### src/rtl/audio_tone_gen.sv
// Square-wave tone generator with PWM volume and a linear release fade.
// Driven by the core's audio register bits; audio_pwm feeds a 1-bit audio pin.
module audio_tone_gen #(
  parameter int unsigned BASE_HALF   = 47778,
  parameter int unsigned STEP_HALF   = 2000,
  parameter int unsigned RELEASE_DIV = 65536
) (
  input  logic       clk,
  input  logic       reset,
  input  logic [4:0] audioVol,
  input  logic [3:0] audioSel,
  input  logic       audioEn,
  output logic       audio_pwm,
  output logic [4:0] audio_level,
  output logic       audio_busy
);

  localparam int unsigned RelW = $clog2(RELEASE_DIV) + 1;

  localparam logic [15:0]     BaseHalf16 = 16'(BASE_HALF);
  localparam logic [15:0]     StepHalf16 = 16'(STEP_HALF);
  localparam logic [RelW-1:0] RelLast    = RelW'(RELEASE_DIV - 1);
  localparam logic [3:0]      SelRest    = 4'd15;

  localparam logic [1:0] StIdle    = 2'd0;
  localparam logic [1:0] StPlay    = 2'd1;
  localparam logic [1:0] StRelease = 2'd2;

  logic [1:0]      state_q, state_d;
  logic [3:0]      sel_lat_q, sel_lat_d;
  logic [4:0]      cur_vol_q, cur_vol_d;
  logic            phase_q, phase_d;
  logic [15:0]     tone_cnt_q, tone_cnt_d;
  logic [RelW-1:0] rel_cnt_q, rel_cnt_d;
  logic [4:0]      pwm_cnt_q, pwm_cnt_d;
  logic            audio_pwm_q, audio_pwm_d;
  logic            sounding;

  function automatic logic [15:0] half_of(input logic [3:0] s);
    logic [15:0] prod;
    prod = {12'd0, s} * StepHalf16;
    if (s == SelRest) begin
      return BaseHalf16;
    end
    return BaseHalf16 - prod;
  endfunction

  always_comb begin
    state_d    = state_q;
    sel_lat_d  = sel_lat_q;
    cur_vol_d  = cur_vol_q;
    phase_d    = phase_q;
    tone_cnt_d = tone_cnt_q;
    rel_cnt_d  = rel_cnt_q;

    case (state_q)
      StIdle: begin
        if (audioEn) begin
          state_d    = StPlay;
          sel_lat_d  = audioSel;
          cur_vol_d  = audioVol;
          tone_cnt_d = half_of(audioSel) - 16'd1;
          phase_d    = (audioSel != SelRest);
        end else begin
          phase_d   = 1'b0;
          cur_vol_d = 5'd0;
        end
      end

      StPlay, StRelease: begin
        // Notes only change at a half-period boundary, so no half-period is ever truncated.
        if (tone_cnt_q == 16'd0) begin
          sel_lat_d  = audioSel;
          tone_cnt_d = half_of(audioSel) - 16'd1;
          phase_d    = (audioSel != SelRest) ? ~phase_q : 1'b0;
        end else begin
          tone_cnt_d = tone_cnt_q - 16'd1;
        end

        if (state_q == StPlay) begin
          if (audioEn) begin
            cur_vol_d = audioVol;
          end else begin
            state_d   = StRelease;
            rel_cnt_d = '0;
          end
        end else if (audioEn) begin
          // Re-enable wins over reaching silence on the same edge.
          state_d   = StPlay;
          cur_vol_d = audioVol;
          rel_cnt_d = '0;
        end else if (cur_vol_q == 5'd0) begin
          state_d = StIdle;
          phase_d = 1'b0;
        end else if (rel_cnt_q == RelLast) begin
          rel_cnt_d = '0;
          cur_vol_d = cur_vol_q - 5'd1;
        end else begin
          rel_cnt_d = rel_cnt_q + 1'b1;
        end
      end

      default: begin
        state_d = StIdle;
        phase_d = 1'b0;
      end
    endcase
  end

  // A rest never sounds, whatever phase holds.
  assign sounding = phase_q && (sel_lat_q != SelRest);

  always_comb begin
    pwm_cnt_d   = (pwm_cnt_q == 5'd30) ? 5'd0 : pwm_cnt_q + 5'd1;
    audio_pwm_d = sounding && (pwm_cnt_q < cur_vol_q);
  end

  always_ff @(posedge clk) begin
    if (reset) begin
      state_q     <= StIdle;
      sel_lat_q   <= 4'd0;
      cur_vol_q   <= 5'd0;
      phase_q     <= 1'b0;
      tone_cnt_q  <= 16'd0;
      rel_cnt_q   <= '0;
      pwm_cnt_q   <= 5'd0;
      audio_pwm_q <= 1'b0;
    end else begin
      state_q     <= state_d;
      sel_lat_q   <= sel_lat_d;
      cur_vol_q   <= cur_vol_d;
      phase_q     <= phase_d;
      tone_cnt_q  <= tone_cnt_d;
      rel_cnt_q   <= rel_cnt_d;
      pwm_cnt_q   <= pwm_cnt_d;
      audio_pwm_q <= audio_pwm_d;
    end
  end

  assign audio_pwm   = audio_pwm_q;
  assign audio_level = sounding ? cur_vol_q : 5'd0;
  assign audio_busy  = (state_q != StIdle);

endmodule

### config.mk
export PLATFORM = sky130hd
export DESIGN_NAME = audio_tone_gen
export DESIGN_NICKNAME = d
export VERILOG_FILES = /design/src/rtl/audio_tone_gen.sv
export SDC_FILE = /design/constraint.sdc
export NUM_CORES = 1
export LEC_CHECK = 0
export BUFFER_PORTS_ARGS = -buffer_cell sky130_fd_sc_hd__buf_4
export CORE_MARGIN = 1.5
export CORE_UTILIZATION = 45
export CTS_CLUSTER_DIAMETER = 120
export DETAILED_ROUTE_END_ITERATION = 10
export PLACE_DENSITY_LB_ADDON = 0.12
export SYNTH_ARGS = -nofsm -noshare
export SYNTH_HDL_FRONTEND = slang
export SYNTH_SLANG_ARGS = --single-unit
### constraint.sdc
create_clock -name clk -period 4 [get_ports clk]
set_input_delay 0.2 -clock clk [delete_from_list [all_inputs] [get_ports clk]]
set_output_delay 0.2 -clock clk [all_outputs]
set_load 0.02 [all_outputs]
After elaboration in Yosys (flattened, before gate mapping)
Cells that the tools add are included.
{"block": "word_totals", "out_inout_bits": 7, "register_bits": 51, "wordCells": 92, "input_bits": 12}
{"block": "classes", "n_mul": 1, "n_bitwise": 1, "n_eq_ne": 16, "n_addsub": 7, "n_mux": 44, "order_cmp": 1, "reduce_logical": 14}
{"cell": "16-bit 2-to-1 mux", "count": 9}
{"cell": "17-bit 2-to-1 mux", "count": 5}
{"cell": "16-bit by 1-bit subtractor with 16-bit output, second input constant", "count": 3}
{"cell": "5-bit 2-to-1 mux", "count": 7}
{"cell": "16-bit case mux with 2 select lines", "count": 1}
{"cell": "17-bit by 1-bit adder with 17-bit output, second input constant", "count": 1}
{"cell": "17-bit by 16-bit == test with 1-bit output, second input constant", "count": 1}
{"cell": "16-bit logical NOT", "count": 1}
{"cell": "16-bit by 15-bit subtractor with 16-bit output, first input constant", "count": 1}
{"cell": "3-bit inequality test, second input constant", "count": 5}
{"cell": "4-bit inequality test, second input constant", "count": 3}
{"cell": "4-bit by 7-bit multiplier with 11-bit output, second input constant", "count": 1}
{"cell": "1-bit 2-to-1 mux", "count": 11}
{"cell": "2-bit 2-to-1 mux", "count": 5}
{"cell": "5-bit case mux with 2 select lines", "count": 1}
{"cell": "3-bit AND reduction", "count": 3}
{"cell": "4-bit 2-to-1 mux", "count": 2}
{"cell": "4-bit case mux with 2 select lines", "count": 1}
{"cell": "2-bit inequality test, second input constant", "count": 3}
{"cell": "5-bit by 1-bit adder with 5-bit output, second input constant", "count": 1}
{"cell": "5-bit == test, second input constant", "count": 1}
{"cell": "5-bit logical NOT", "count": 1}
{"cell": "5-bit < comparator", "count": 1}
{"cell": "5-bit by 1-bit subtractor with 5-bit output, second input constant", "count": 1}
{"cell": "other kinds (12)", "count": 15}

Depth between registers and ports, before layout
{"block": "depth", "depth_word": 10, "depth_mapped": 11, "mapped_depth_nobuf": 11}

Least setup slack after synthesis
No wires, ideal clock.
{"block": "synth_timing", "path_kind": "input to register", "from": "in audioSel[1]", "to": "reg tone_cnt_q[14]", "setup_slack_ps": 795, "setup_ps": 131, "cell_stages": 11, "t_arrival_ps": 3074, "cell_sequence": "fa_1 inv_1 fa_1 inv_1 ha_1 and3b_1 a2111o_1 o22ai_2 xor2_2 nor4_1 o41ai_2"}
{"block": "synth_via", "elab_chain_cells": 10, "word_cells_on_any_way": 19}
{"element": "from (decl)", "line_no": "11", "rtl": "input logic [3:0] audioSel,"}
{"element": "branches (longest 9 deep; another with 16-bit by 15-bit subtractor with 16-bit output)"}
{"element": "16-bit case mux with 2 select lines *", "line_no": "56", "rtl": "case (state_q)"}
{"element": "to (signal assigned)", "line_no": "133", "rtl": "tone_cnt_q <= tone_cnt_d;"}
{"element": "to (decl)", "line_no": "33", "rtl": "logic [15:0] tone_cnt_q, tone_cnt_d;"}
Every way passes the cells marked *. The select of a mux whose other input is x is not followed.
A chain may end at the register's enable or synchronous reset.

Worst setup path after layout
Same ends and word-level chain as after synthesis.

==> impl_metrics.ini <==
[sta]
fin_crit_sh_pct = 80.6
drv_slew = 0
max_freq_ghz = 0.310
worstMarginPinSlew_ps = 597
setup_viol = 0
skew_ps = 11.3
rsz0062_at_grt = false
holdWs_ps = 201
min_period_ps = 3220
timing.setup.tns_ps = 0
final-hold-violation-count = 0
max-slew-margin-rel_pct = 59.7

[synth]
yosysWarnings = 0
synth.largest_area_cell = dfxtp_1
ys_seq_area_share_pct = 27.3
synth_area_um2 = 3740
synth_edf_count = 0
synth_cell_types = 72
post_synth_inst_count = 452
synth_common_cells = 56 x nor2_1, 51 x dfxtp_1, 32 x inv_1
synth.area.top_cells = dfxtp_1 27%, ha_1 9.7%, nor2_1 5.6%, a21oi_1 3.7%, fa_1 3.7%
synth_top_area_share_pct = 27.3
syn-num-nets = 500
async_flop_share_pct = 0
synth_seq_cells = 51
synth_area_per_cell_um2 = 8.28
synth_ff_type = dfxtp_1
yosys.cell_count.top_type = nor2_1

[routing]
wl_um = 8260
ant_nets = 0
drtIter0Drc = 185
drt_first_pass_iters = 4
detail_route.drc_violations = 0
vias = 3225
wl_per_cell_um = 14.5
viasPerCell = 5.65

[power]
total_power_mw = 2.68
p_per_area_nw_per_um2 = 660
peakVddDrop_v = 0.000435
static-leakage-power_nw = 1.68

[floorplan]
rows = 33
pin_count = 19
die_x_um = 94.2
fp.coreArea_um2 = 8130
die_area_um2 = 8870
start_util_pct = 46.0
chipHeight_um = 94.2

[critical_path]
critPathLaunchType = primary input
end_kind = register
cp.required_ps = 4190
critical_path_arrival_ps = 3410
path_max_fanout = 9
worstSetupPathType = in -> reg
ff2ff_path_depth = 9

[global_routing]
grt-busiest-layer = met2
gr-total-overflow = 0
grt_pass1_vias = 2910
antenna_found_initial = 0
grt_util_met3_pct = 3.64
grt_use_total_pct = 19.7
use_met1_pct = 28.7
grt_use_met2_pct = 30.0
grt_pass1_wl_um = 14000
grt_max_degree = 29

[clock_network]
cts_root_buf = clkbuf_8
clock_latency_ps = 310
postCtsResizedCells = 0
numClockSinks = 51
cts_tree = built
clk_pin_slew_ps = 100
cts_setup_buffers = 0
clock_path_buffers = 2
cts_buffers = 5
h-tree-depth = 2
cts.hold.buffers_added = 0

[place]
gp_congestion = 0.798
dpl.hpwl_um = 6320
portBuffers = 18

[outcome]
outcome = complete, no violations

[finish]
utilization_pct = 49.9
drive_gt1_share_pct = 10.3
nets = 513
n_antenna_cell = 0
area_delta_synth_final_pct = 8.53

[hold_path]
min_path_cells = 3
hp-class = in -> reg

[job]
maxCapViolations = 0
-- cell families (layout without fill, tap and decap cells) --
kind of cell / Yosys count / count (layout) / share of synthesized area [%]
compound gates: 123 / 123 / 22.8
xor+xnor: 29 / 29 / 6.99
simple gates: 156 / 156 / 21.8
mux: 9 / 9 / 2.54
fa+ha+maj: 36 / 36 / 13.4
flops: 51 / 51 / 27.3
buf+inv: 48 / 62 / 5.18
-- worst max-delay path, cell delays in order --
cell	delay, ps
buf_4	150
fa_1	600
inv_1	100
fa_1	500
inv_1	40
ha_1	350
and3b_1	190
a2111o_1	450
o22ai_2	220
xor2_2	100
nor4_1	370
o41ai_2	130
-- through the flow --
stage,area (um^2),std cells,setup slack [ps]
after floorplan,3740,452,795
after global placement,3970,563,541
after detailed placement,3970,563,455
after CTS,4060,571,782
after global routing,4060,571,637
final,4060,571,777
-- layer usage --
metal / routed length, um / vias up
li1: - / 1643
met1: 4210 / 1530
met2: 3660 / 48
met3: 337 / 4
met4: 49 / 0
met5: 0 / -
-- state kept, by name, summed over array words and instances (netlist names) --
name        count
rel_cnt_q      17
tone_cnt_q     16
cur_vol_q       5
pwm_cnt_q       5
sel_lat_q       4
state_q         2
audio_pwm       1
phase_q         1
-- path summary, 6_finish.rpt --
kind	startpoint	to	slack, ps
setup / recovery	audioSel[1]	tone_cnt_q[14]$_SDFFE_PP0P_	780
hold / removal	audioSel[3]	sel_lat_q[3]$_SDFFE_PP0P_	200
setup reg to reg	state_q[0]$_SDFFE_PP0P_	rel_cnt_q[15]$_SDFFE_PP0P_	1550
hold reg to reg	rel_cnt_q[12]$_SDFFE_PP0P_	rel_cnt_q[12]$_SDFFE_PP0P_	480
-- placed cells by master, fill, tap and decap left out, drive strengths merged, types with 4 or more instances in the layout --
| master | instances |
|---|---|
| a221oi | 5 |
| xor2 | 17 |
| inv | 33 |
| nor3 | 13 |
| and2 | 6 |
| buf | 22 |
| fa | 7 |
| a21o | 6 |
| nor2 | 56 |
| o21a | 6 |
| nand3 | 11 |
| o21ai | 30 |
| dfxtp | 51 |
| a211oi | 11 |
| a21oi | 28 |
| a21boi | 5 |
| or3 | 4 |
| o31ai | 6 |
| nand4 | 4 |
| and3 | 6 |
| xnor2 | 12 |
| mux2i | 8 |
| nor4 | 6 |
| nand2 | 28 |
| ha | 29 |
| clkbuf | 6 |
-- power breakdown --
part           switching (mW)  leakage (nW)  internal [mW]
combinational           0.978          1.21          0.638
clock                   0.179        0.0516          0.142
sequential              0.113         0.417          0.631
-- area by class of cell --
type / count / area, um^2
tap: 105 / 131
fill: 813 / 4070
inverter: 32 / 120
timing repair buffer: 22 / 165
clock buffer: 6 / 82.6
clock inverter: 2 / 13.8
sequential: 51 / 1020
multi-input combinational: 353 / 2530
Note: power is estimated with default switching activity, not from simulation.
